==> config.mk <==
export PLATFORM = sky130hd
export DESIGN_NAME = lr_shift_stream_flat
export DESIGN_NICKNAME = d
export VERILOG_FILES = /design/src/rtl/lr_shift_stream_pkg.sv /design/src/rtl/lr_shift_stream_if.sv /design/src/rtl/lr_shift_cmd_fifo.sv /design/src/rtl/lr_shift_stream.sv /design/src/flat_wrapper.sv
export SDC_FILE = /design/constraint.sdc
export NUM_CORES = 1
export LEC_CHECK = 0
export CAP_MARGIN = 20
export CORE_UTILIZATION = 52
export CTS_CLUSTER_SIZE = 28
export DETAILED_ROUTE_END_ITERATION = 6
export PLACE_DENSITY_LB_ADDON = 0.15
export SLEW_MARGIN = 15
export SYNTH_ARGS = -nofsm -noshare
export SYNTH_HDL_FRONTEND = slang
export SYNTH_SLANG_ARGS = --single-unit
export TNS_END_PERCENT = 5
==> constraint.sdc <==
create_clock -name clk -period 2.28 [get_ports clk]
set_input_delay 0.456 -clock clk [delete_from_list [all_inputs] [get_ports clk]]
set_output_delay 0.456 -clock clk [all_outputs]
set_load 0.01 [all_outputs]
==> src/rtl/lr_shift_stream_pkg.sv <==
// Shared definitions for the left-right shifter stream stage: shift direction
// encoding and the width helper used to size shift-amount and level fields.
package lr_shift_stream_pkg;

   typedef enum logic {
      LEFT  = 1'b0,
      RIGHT = 1'b1
   } shift_dir_e;

   localparam int DEF_DATA_W = 8;
   localparam int DEF_DEPTH  = 4;

   function automatic int clog2(input int value);
      int result;
      result = 0;
      while ((1 << result) < value) begin
         result = result + 1;
      end
      return result;
   endfunction

endpackage

==> src/rtl/lr_shift_stream_if.sv <==
// Stream-side bundle of lr_shift_stream: command input, shifter head/result
// pair and registered result output, plus FIFO occupancy.
interface lr_shift_stream_if #(
   parameter int DATA_W = lr_shift_stream_pkg::DEF_DATA_W,
   parameter int DEPTH  = lr_shift_stream_pkg::DEF_DEPTH
);
   localparam int SH_W  = lr_shift_stream_pkg::clog2(DATA_W);
   localparam int LVL_W = lr_shift_stream_pkg::clog2(DEPTH) + 1;

   logic                            in_valid;
   logic                            in_ready;
   logic [DATA_W-1:0]               in_bits;
   logic [SH_W-1:0]                 in_shift;
   lr_shift_stream_pkg::shift_dir_e in_dir;

   logic [DATA_W-1:0]               sh_iBits;
   logic [SH_W-1:0]                 sh_shift;
   lr_shift_stream_pkg::shift_dir_e sh_dir;
   logic [DATA_W-1:0]               sh_oBits;

   logic                            out_valid;
   logic                            out_ready;
   logic [DATA_W-1:0]               out_bits;

   logic [LVL_W-1:0]                level;

   // slave is the stream block; master is whoever surrounds it (parent + shifter)
   modport slave (
      input  in_valid, in_bits, in_shift, in_dir, sh_oBits, out_ready,
      output in_ready, sh_iBits, sh_shift, sh_dir, out_valid, out_bits, level
   );

   modport master (
      output in_valid, in_bits, in_shift, in_dir, sh_oBits, out_ready,
      input  in_ready, sh_iBits, sh_shift, sh_dir, out_valid, out_bits, level
   );

endinterface

==> src/rtl/lr_shift_cmd_fifo.sv <==
// Command FIFO holding {bits, shift, dir} entries; presents the head entry
// (or zeros/LEFT when empty) and tracks occupancy.
module lr_shift_cmd_fifo
   import lr_shift_stream_pkg::*;
#(
   parameter int DATA_W = DEF_DATA_W,
   parameter int DEPTH  = DEF_DEPTH
) (
   input  logic                         clk,
   input  logic                         rst,
   input  logic                         i_push,
   input  logic [DATA_W-1:0]            i_bits,
   input  logic [clog2(DATA_W)-1:0]     i_shift,
   input  shift_dir_e                   i_dir,
   input  logic                         i_pop,
   output logic [DATA_W-1:0]            o_bits,
   output logic [clog2(DATA_W)-1:0]     o_shift,
   output shift_dir_e                   o_dir,
   output logic                         o_empty,
   output logic                         o_full,
   output logic [clog2(DEPTH):0]        o_level
);
   localparam int SH_W  = clog2(DATA_W);
   localparam int PTR_W = clog2(DEPTH);
   localparam int LVL_W = PTR_W + 1;
   localparam int ENT_W = DATA_W + SH_W + 1;

   logic [ENT_W-1:0] r_mem [DEPTH];
   logic [PTR_W-1:0] r_wr_ptr;
   logic [PTR_W-1:0] r_rd_ptr;
   logic [LVL_W-1:0] r_level;

   logic             w_do_push;
   logic             w_do_pop;
   logic [ENT_W-1:0] w_head;

   assign o_empty   = (r_level == '0);
   assign o_full    = (r_level == LVL_W'(DEPTH));
   assign o_level   = r_level;
   assign w_do_push = i_push && !o_full;
   assign w_do_pop  = i_pop && !o_empty;
   assign w_head    = r_mem[r_rd_ptr];

   // Pointers wrap naturally because DEPTH is a power of two
   always_ff @(posedge clk) begin
      if (rst) begin
         r_wr_ptr <= '0;
         r_rd_ptr <= '0;
         r_level  <= '0;
      end else begin
         if (w_do_push) r_wr_ptr <= r_wr_ptr + PTR_W'(1);
         if (w_do_pop)  r_rd_ptr <= r_rd_ptr + PTR_W'(1);
         case ({w_do_push, w_do_pop})
            2'b10:   r_level <= r_level + LVL_W'(1);
            2'b01:   r_level <= r_level - LVL_W'(1);
            default: r_level <= r_level;
         endcase
      end
   end

   always_ff @(posedge clk) begin
      if (w_do_push) r_mem[r_wr_ptr] <= {i_bits, i_shift, i_dir};
   end

   always_comb begin
      o_bits  = '0;
      o_shift = '0;
      o_dir   = LEFT;
      if (!o_empty) begin
         o_bits  = w_head[ENT_W-1 -: DATA_W];
         o_shift = w_head[SH_W:1];
         o_dir   = shift_dir_e'(w_head[0]);
      end
   end

endmodule

==> src/rtl/lr_shift_stream.sv <==
// Streaming wrapper around an external combinational left-right shifter:
// queues commands, drives the shifter from the FIFO head, registers its result.
module lr_shift_stream
   import lr_shift_stream_pkg::*;
#(
   parameter int DATA_W = DEF_DATA_W,
   parameter int DEPTH  = DEF_DEPTH
) (
   input  logic              clk,
   input  logic              rst,
   lr_shift_stream_if.slave  s
);
   logic w_push;
   logic w_pop;
   logic w_empty;
   logic w_full;

   logic              r_vld_p1;
   logic [DATA_W-1:0] r_out_bits_p1;

   assign s.in_ready = !w_full;
   assign w_push     = s.in_valid && !w_full;
   assign w_pop      = !w_empty && (!r_vld_p1 || s.out_ready);

   lr_shift_cmd_fifo #(
      .DATA_W (DATA_W),
      .DEPTH  (DEPTH)
   ) u_fifo (
      .clk     (clk),
      .rst     (rst),
      .i_push  (w_push),
      .i_bits  (s.in_bits),
      .i_shift (s.in_shift),
      .i_dir   (s.in_dir),
      .i_pop   (w_pop),
      .o_bits  (s.sh_iBits),
      .o_shift (s.sh_shift),
      .o_dir   (s.sh_dir),
      .o_empty (w_empty),
      .o_full  (w_full),
      .o_level (s.level)
   );

   // Stage p1: capture the shifter's combinational result for the FIFO head
   always_ff @(posedge clk) begin
      if (rst) begin
         r_vld_p1      <= 1'b0;
         r_out_bits_p1 <= '0;
      end else if (w_pop) begin
         r_vld_p1      <= 1'b1;
         r_out_bits_p1 <= s.sh_oBits;
      end else if (s.out_ready) begin
         r_vld_p1      <= 1'b0;
      end
   end

   assign s.out_valid = r_vld_p1;
   assign s.out_bits  = r_out_bits_p1;

endmodule

==> src/flat_wrapper.sv <==
// flat-port wrapper written by rule: the top's interface ports become plain ports
module lr_shift_stream_flat import lr_shift_stream_pkg::*;
#(
   parameter int DATA_W = DEF_DATA_W,
   parameter int DEPTH  = DEF_DEPTH
)
  (clk, rst, s_in_valid, s_in_bits, s_in_shift, s_in_dir, s_sh_oBits, s_out_ready, s_in_ready, s_sh_iBits, s_sh_shift, s_sh_dir, s_out_valid, s_out_bits, s_level);
  lr_shift_stream_if #(.DATA_W(DATA_W), .DEPTH(DEPTH)) s_i ();
  input  logic clk;
  input  logic rst;
  input wire logic [$bits(s_i.in_valid)-1:0] s_in_valid;
  input wire logic [$bits(s_i.in_bits)-1:0] s_in_bits;
  input wire logic [$bits(s_i.in_shift)-1:0] s_in_shift;
  input wire logic [$bits(s_i.in_dir)-1:0] s_in_dir;
  input wire logic [$bits(s_i.sh_oBits)-1:0] s_sh_oBits;
  input wire logic [$bits(s_i.out_ready)-1:0] s_out_ready;
  output wire logic [$bits(s_i.in_ready)-1:0] s_in_ready;
  output wire logic [$bits(s_i.sh_iBits)-1:0] s_sh_iBits;
  output wire logic [$bits(s_i.sh_shift)-1:0] s_sh_shift;
  output wire logic [$bits(s_i.sh_dir)-1:0] s_sh_dir;
  output wire logic [$bits(s_i.out_valid)-1:0] s_out_valid;
  output wire logic [$bits(s_i.out_bits)-1:0] s_out_bits;
  output wire logic [$bits(s_i.level)-1:0] s_level;
  assign s_i.in_valid = s_in_valid;
  assign s_i.in_bits = s_in_bits;
  assign s_i.in_shift = s_in_shift;
  assign s_i.in_dir = s_in_dir;
  assign s_i.sh_oBits = s_sh_oBits;
  assign s_i.out_ready = s_out_ready;
  assign s_in_ready = s_i.in_ready;
  assign s_sh_iBits = s_i.sh_iBits;
  assign s_sh_shift = s_i.sh_shift;
  assign s_sh_dir = s_i.sh_dir;
  assign s_out_valid = s_i.out_valid;
  assign s_out_bits = s_i.out_bits;
  assign s_level = s_i.level;
  lr_shift_stream #(.DATA_W(DATA_W), .DEPTH(DEPTH)) u_core (.clk(clk), .rst(rst), .s(s_i));
endmodule
Word level (Yosys, flattened, before mapping)
Memory sizes are Yosys's and may differ from the RTL's. A register that Yosys moved wholly into a read port is not among the register bits.
Cells that the tools add are included.
{"block": "op_classes", "n_mux": 10, "n_addsub": 4, "eq_ne": 3, "reduce_logical": 11}
{"operator": "$mux 8", "n": 1}
{"operator": "$pmux 3 s2", "n": 1}
{"operator": "$mux 1", "n": 5}
{"operator": "$add 2x1->2 const B", "n": 2}
{"operator": "$logic_and 1x1->1", "n": 4}
{"operator": "$mux 2", "n": 2}
{"operator": "$reduce_bool 2->1", "n": 2}
{"operator": "$add 3x1->3 const B", "n": 1}
{"operator": "$eq 3x3->1 const B", "n": 1}
{"operator": "$logic_not 1->1", "n": 3}
{"operator": "$logic_not 3->1", "n": 1}
{"operator": "$mux 3", "n": 1}
{"operator": "$sub 3x1->3 const B", "n": 1}
{"operator": "$eq 2x1->1 const B", "n": 1}
{"operator": "$eq 2x2->1 const B", "n": 1}
{"operator": "$logic_or 1x1->1", "n": 1}
{"block": "word_totals", "word_cells": 34, "ramBits": 48, "input_bits": 24, "output_inout_bits": 25, "reg_bits": 16, "n_memories": 1}
{"memory": "u_core.u_fifo.r_mem", "depth": 4, "width": 12, "read_ports": 1, "rd_ports_with_merged_regs": 1, "wr": 1, "line_no": "lr_shift_cmd_fifo.sv:28", "text": "logic [ENT_W-1:0] r_mem [DEPTH];"}

Logic depth before layout (Yosys ltp)
Gate-level depths: netlist (run 1).
{"block": "logic_depth", "ltp_word": 6, "depth_mapped": 9, "depth_no_buf": 9}

Modules after synthesis
From an unflattened synthesis (run 1), not the netlist that was laid out.
{"block": "hier_totals", "hier_cells": 169, "hier_area_um2": 2800.2}
{"mod": "lr_shift_cmd_fifo", "seq_area_each_um2": 1621.6, "cells_each": 129, "area_per_inst_um2": 2382.3, "instances": 1}
{"mod": "lr_shift_stream", "seq_area_each_um2": 180.2, "cells_each": 40, "area_per_inst_um2": 417.9, "instances": 1}

Worst setup path before layout (run 1)
Ideal clock, no wire load.
{"block": "synth_timing", "kind": "in2reg", "from": "in s_out_ready", "to": "reg u_core.u_fifo.r_level[2] (netlist: u_core.u_fifo.o_level[2])", "slack_ns": 0.261, "required_time_ns": 2.210, "path_stages": 9, "path_buffers": 1, "arrival_ns": 1.949, "cell_sequence": "nor2b_1 > buf_2 > nor2_2 > ha_1 > inv_1 > fa_1 > xor2_1 > or3_1 > a21oi_1"}
{"block": "synth_between", "elab_chain_len": 5, "elab_cells_between_ends": 7, "cone_classes": "eq/ne: 2; mux: 1; reduce/logical: 4"}
{"item": "start, declared", "line_no": "flat_wrapper.sv:16", "text": "input wire logic [$bits(s_i.out_ready)-1:0] s_out_ready;"}
{"item": "$logic_or 1x1->1 *", "line_no": "lr_shift_stream.sv:23", "text": "assign w_pop = !w_empty && (!r_vld_p1 || s.out_ready);"}
{"item": "$logic_and 1x1->1 *", "line_no": "lr_shift_stream.sv:23"}
{"item": "net u_core.u_fifo.i_pop", "line_no": "lr_shift_cmd_fifo.sv:15", "text": "input logic i_pop,"}
{"item": "$logic_and 1x1->1 *", "line_no": "lr_shift_cmd_fifo.sv:41", "text": "assign w_do_pop = i_pop && !o_empty;"}
{"item": "$eq 2x1->1 or $eq 2x2->1 (tied branches)", "line_no": "lr_shift_cmd_fifo.sv:53", "text": "case ({w_do_push, w_do_pop})"}
{"item": "$pmux 3 s2 or $reduce_bool 2->1 (tied branches)"}
{"item": "end signal, assigned", "line_no": "lr_shift_cmd_fifo.sv:54", "text": "2'b10: r_level <= r_level + LVL_W'(1);"}
{"item": "end signal, assigned", "line_no": "lr_shift_cmd_fifo.sv:55", "text": "2'b01: r_level <= r_level - LVL_W'(1);"}
{"item": "end signal, assigned", "line_no": "lr_shift_cmd_fifo.sv:56", "text": "default: r_level <= r_level;"}
{"item": "end, declared", "line_no": "lr_shift_cmd_fifo.sv:31", "text": "logic [LVL_W-1:0] r_level;"}
The timed path passes the listed nets; every way through them passes the cells marked *.
A chain may end at the register's enable or synchronous reset.

==> results of run 1 <==
cells in the mapped netlist:
cell type  count  area share (%)
buf_1          1            0.14
mux4_2        10             8.1
nor2b_4       10             5.0
buf_8          1            0.54
dfxtp_1       18              13
nor2_2         1            0.23
o21ai_0        8             1.4
buf_6          1            0.41
ha_1           5             2.3
and2_1         4            0.90
o21ai_1        1            0.18
buf_4          2            0.54
mux2_2         4             1.6
inv_1          6            0.81
edfxtp_1      48              52
nand2_1        1            0.14
clkbuf_1       2            0.27
nor3b_1        1            0.27
a21oi_1       11             2.0
mux4_1         2             1.9
a21boi_2       1            0.41
nand2b_1       3            0.68
xor2_1         2            0.63
nor3_4         1            0.59
nand3b_1       8             2.2
fa_1           1            0.72
buf_2          2            0.36
or3_1          1            0.23
nor2b_1        5             1.1
mux2i_1        1            0.36
nor2_1         8             1.1
area by class of cell:
cell class / instances / area, µm² / area share, %
Sequential cell: 66 / 1805 / 50.09
Tap cell: 70 / 87.58 / 2.430
Timing Repair Buffer: 62 / 606.8 / 16.83
Clock buffer: 11 / 131.4 / 3.645
Multi-Input combinational cell: 89 / 883.3 / 24.51
Inverter: 6 / 22.52 / 0.6248
Clock inverter: 4 / 67.56 / 1.874
worst max-delay path by stage:
stage                      from                       end  slack [ns]
floorplan           s_out_ready  u_core.u_fifo.o_level[2]        0.26
global placement    s_out_ready  u_core.u_fifo.o_level[2]       -0.08
detailed placement  s_out_ready  u_core.u_fifo.o_level[2]       -0.13
CTS                        flop             s_sh_shift[2]       -0.02
global route               flop             s_sh_iBits[2]       0.001
finish                     flop             s_sh_iBits[3]        0.06
worst max-delay path, cell delays in order, from the launching register on:
cell and delay [ns]:
dfxtp_4 0.39, buf_16 0.14, mux4_2 0.50, nor2b_4 0.13
dlygate4sd2_1 0.28
kinds of logic after synthesis:
kind of cell,Yosys count
DFF,66
and+or+nand+nor,43
AOI/OAI and AO/OA,21
muxes,17
buffers and inverters,15
adders and majority gates,6
xor gates and xnor gates,2
flip-flops by register name (all words and copies together) (netlist names), named ones only:
name	count
u_core.u_fifo.r_rd_ptr	2
u_core.s.out_bits	8
u_core.s.out_valid	1
u_core.u_fifo.o_level	3
u_core.u_fifo.r_wr_ptr	2
u_core.u_fifo.r_mem	48
power groups by stage:
stage	sequential, µW	clock, µW	combinational (µW)
6_report	1630	1000	1870
5_1_grt	1650	1070	2040
4_1_cts	1630	1020	1890
3_5_place_dp	1640	0	1910
3_3_place_gp	1620	0	1860
2_1_floorplan	1650	0	1180
repair_timing:
action | in CTS | in global routing
gates cloned | 1 | 0
setup buffers | 0 | 0
endpoints found under the setup margin | 12 | 5
endpoints found under the hold margin | 0 | 0
resized for setup | 17 | 7
metal layers:
layer  share of wire (%)  up-vias
met1                  40      804
met2                  54       32
met3                 3.9        8
li1                    -      755
met5                   0        -
met4                 2.0        0
per-stage QoR:
step / power [µW] / instances / setup slack [ns] / TNS [ns] / utilization [%]
6_report: 4504 / 308 / 0.05776 / 0 / 70.58
5_1_grt: 4764 / 308 / 0.001082 / 0 / 70.58
4_1_cts: 4539 / 308 / -0.01678 / -0.02605 / 70.63
3_5_place_dp: 3550 / 292 / -0.1296 / -0.1296 / 66.36
3_3_place_gp: 3478 / 292 / -0.07794 / -0.07794 / 66.36
2_1_floorplan: 2829 / 170 / 0.2609 / 0 / -
==> metrics.md, run 1 <==
| Metric | Value |
|---|---|
| Max clock buf depth | 2 |
| Netlist cell types | 31 |
| Finish-stage setup viols | 0 |
| Final min period | 2.222 ns |
| Final GP Congestion | 0.6769 |
| Largest net degree at the start of global routing | 25 |
| Vias in the first global route | 1663 |
| Routed vias | 1599 |
| Final slew viol count | 0 |
| Row count | 26 |
| CP Capture Type | output port |
| Worst reg2reg path depth | 9 |
| Flops & latches, synth | 66 |
| Most common cell after layout, fill and taps aside | edfxtp_1 |
| Flop pwr share | 36.1% |
| Status | finished clean |
| Layout area overhead | 29.95% |
| Root Buffer | clkbuf_8 |
| All-Layer GR Usage | 21.17% |
| Port Buffers | 48 |
| Final Hold Fails | 0 |
| Reg-to-reg endpoint | u_core.u_fifo.o_level[2] |
| Grt met3 use | 4.819% |
| Placed Instance Area | 3390 µm² |
| Syn Area/Cell | 16.32 µm² |
| Hold Crit Depth | 2 |
| DRC Markers | 0 |
| Proportion of layout cells with a drive suffix above 1 | 23.53% |
| Setup Skew | 0.008140 ns |
| Final Cell Area | 3605 µm² |
| Syn Inst Count | 170 |
| Netlist Area Pre-Place | 2774 µm² |
| Largest family of logic cells by synthesized area | simple AND/OR/NAND/NOR gates |
| Simple-gate share of the synthesized area | 12.36% |
| Peak supply drop | 0.0005917 V |
| Grt met1 use | 26.30% |
| Synth Area in Adders | 2.977% |
| # diodes | 0 |
| F_max | 0.4500 GHz |
| Final Cycle Share | 97.47% |
| Switching share of power | 30.18% |
| Sequential share of the synthesized area | 64.95% |
| Hold buffer count at CTS | 0 |
| Sw power | 1360 µW |
| Chip height | 75.04 µm |
| Htree depth | 3 |
| PD cells | 1249 nW/µm² |
| Worst path required time | 1.82 ns |
| HP Class | reg -> reg |
| GR peak layer | met2 |
| Comb pwr share | 41.5% |
| Core Region | 5107 µm² |
| CTS Buf Count | 9 |
| Worst Hold Path EP | u_core.s.out_bits[4] |
| Max_slew headroom | 72.39% |
| Detailed Route Iter0 Violations | 78 |
| Crit path DAT | 1.77 ns |
| Clk slew on worst S/H paths | 0.07 ns |
| Final #Nets | 264 |
| Worst reg-to-reg setup slack | 0.30 ns |
| Post-synthesis mux area share | 12.00% |
| Clock sink count | 66 |
| Number of nets with antenna violations after routing | 0 |
| Setup crit start kind | flop |
| Min-delay src | u_core.s.out_bits[4] |
| R2R Path Start | u_core.u_fifo.o_level[0] |
| Wire per inst | 16.91 µm |
| Fill count | 364 |
| Post-synthesis compound-gate area fraction | 4.014% |
| Met2 Use GR | 34.33% |
| Cell internal pwr | 3144 µW |
| P_leak | 0.001297 µW |
| Ports | 49 |
| Worst-margin pin slew | 0.4129 ns |
| Final WL | 5.207 mm |
| Detailed placer's ending HPWL | 3.425 mm |
| Clock latency on the worst-skew pair | 0.34 ns |
| Synth warn | 0 |
| Post-Synthesis Net Count | 200 |
| Most frequent cells in the layout | edfxtp_1 (48), clkdlybuf4s50_1 (36), dfxtp_1 (17), buf_4 (12) |
| CTS tree | yes |
| WHS | 0.4836 ns |
| Chip width | 75.04 µm |
| RSZ-0062 raised after global routing | no |
| Effective utilization at floorplan | 54.31% |
| Die area | 5630 µm² |
| Via density | 5.192 |
| Global route overflow | 0 |
| Crit Path Class | reg -> out |
| Initial antenna violation count | 0 |
| Share of total power in the clock network | 22.3% |
| Crit path max fanout | 6 |
| Global-route wire length before repair | 8.073 mm |
| XOR/XNOR Fraction of Synth Area | 0.6315% |
| MaxCap Viol Count | 0 |
| Pre-antenna DRT Iters | 4 |
(Power assumes the default switching activity.)
==> inputs of run 2 (changes only) <==
Settings changed: CELL_PAD_IN_SITES_DETAIL_PLACEMENT set to 1, CELL_PAD_IN_SITES_GLOBAL_PLACEMENT set to 1, CORE_UTILIZATION 52 to 43.
==> metrics.md, run 2 (synthesized netlist as in run 1, its figures left out) <==
| Metric | Value |
|---|---|
| Via density | 5.137 |
| Worst-margin pin slew | 0.3730 ns |
| Status | finished clean |
| Final GP Congestion | 0.7770 |
| Wire per inst | 19.21 µm |
| Fin util | 59.95% |
| Row count | 28 |
| # diodes | 0 |
| Htree depth | 3 |
| Chip height | 82.32 µm |
| Port Buffers | 48 |
| Number of nets with antenna violations after routing | 0 |
| Die area | 6776 µm² |
| Worst reg2reg path depth | 9 |
| Post-place setup slack | -0.2155 ns |
| P_leak | 0.001305 µW |
| Final Cycle Share | 97.84% |
| Clk slew on worst S/H paths | 0.08 ns |
| Finish-stage setup viols | 0 |
| Worst reg-to-reg setup slack | 0.21 ns |
| Final #Nets | 265 |
| Max clock buf depth | 2 |
| MaxCap Viol Count | 0 |
| Global route overflow | 0 |
| CTS tree | yes |
| Pre-antenna DRT Iters | 3 |
| Effective utilization at floorplan | 45.77% |
| Setup crit start kind | flop |
| Ports | 49 |
| Crit path max fanout | 5 |
| CTS Buf Count | 9 |
| Routed vias | 1618 |
| Detailed Route Iter0 Violations | 62 |
| Setup ws final | 0.04927 ns |
| Layout area overhead | 30.99% |
| Detailed placer's ending HPWL | 4.136 mm |
| Most common cell after layout, fill and taps aside | edfxtp_1 |
| Setup Skew | 0.009918 ns |
| Final Hold Fails | 0 |
| Most frequent cells in the layout | edfxtp_1 (48), clkdlybuf4s50_1 (36), dfxtp_1 (17), a21oi_1 (11), buf_4 (11) |
| Chip width | 82.32 µm |
| Clock latency on the worst-skew pair | 0.34 ns |
| Root Buffer | clkbuf_8 |
| All-Layer GR Usage | 19.90% |
| DRC Markers | 0 |
| Proportion of layout cells with a drive suffix above 1 | 24.58% |
| CP Capture Type | output port |
| Largest net degree at the start of global routing | 25 |
| PD cells | 1269 nW/µm² |
| Final min period | 2.231 ns |
| Hold Crit Depth | 2 |
| Worst path required time | 1.82 ns |
| Clock sink count | 66 |
| Max FFs per register | 48 |
| Core Region | 6061 µm² |
| Max_slew headroom | 75.13% |
| Global-route wire length before repair | 9.287 mm |
| HP Class | reg -> reg |
| Crit path DAT | 1.77 ns |
| Initial antenna violation count | 0 |
| Reg with most FFs | u_core.u_fifo.r_mem |
| Post-CTS setup buffers | 0 |
| RSZ-0062 raised after global routing | yes |
| Overall power | 4610 µW |
| F_max | 0.4483 GHz |
| Final WL | 6.051 mm |
| Peak supply drop | 0.0004966 V |
| Vias in the first global route | 1804 |
| Crit Path Class | reg -> out |
| Final slew viol count | 0 |
-- run 2: worst max-delay path, stage by stage (launching register included) --
cell           delay, ns
dfxtp_4             0.40
buf_6               0.12
mux4_2              0.50
nor2b_4             0.14
dlygate4sd2_1       0.28
-- run 2: path summary, 6_finish.rpt --
check / start / endpoint
hold / removal: u_core.s.out_bits[4] / u_core.s.out_bits[4]
setup / recovery: flop / s_sh_iBits[2]
hold reg to reg: u_core.s.out_bits[4] / u_core.s.out_bits[4]
setup reg to reg: u_core.u_fifo.o_level[0] / u_core.u_fifo.o_level[2]
-- run 2: cell type report --
type                    instances  area [µm²]
fillers                       577        2427
flip-flops and latches         66        1805
multi-input cells              89       889.6
repair buffers                 63       603.1
clock buffers                  10       127.6
well taps                      75       93.84
clock inverters                 6       91.34
inverters                       6       22.52
-- run 2: report_power, final --
part / internal [µW] / switching, µW / leakage [µW] / total (µW)
clock: 620 / 458 / 0.000110 / 1080
combinational: 1030 / 872 / 0.000606 / 1900
sequential: 1500 / 127 / 0.000589 / 1630
total: 3150 / 1460 / 0.00131 / 4610
-- run 2: what timing repair did --
item	CTS	global route
gates resized for setup	15	12
endpoints found under the setup margin	12	10
hold buffers	0	0
-- run 2: metrics by stage --
stage / TNS (ns) / hold WS (ns) / instances / instance area (µm²)
6_report: 0 / 0.4821 / 315 / 3633
2_1_floorplan: 0 / 0.4819 / 170 / 2774
3_5_place_dp: -0.2155 / 0.4794 / 299 / 3398
3_3_place_gp: -0.1049 / 0.4578 / 299 / 3398
5_1_grt: -0.007798 / 0.5010 / 315 / 3633
4_1_cts: -0.01906 / 0.4903 / 315 / 3610
-- run 2: metal layers --
metal  track usage, %  part of all wire, %  routed length (µm)
met3            5.824                  3.9                 237
met1            22.82                   41                2503
met4            5.263                 0.61                  37
met5                0                    0                   0
met2            36.03                   54                3272
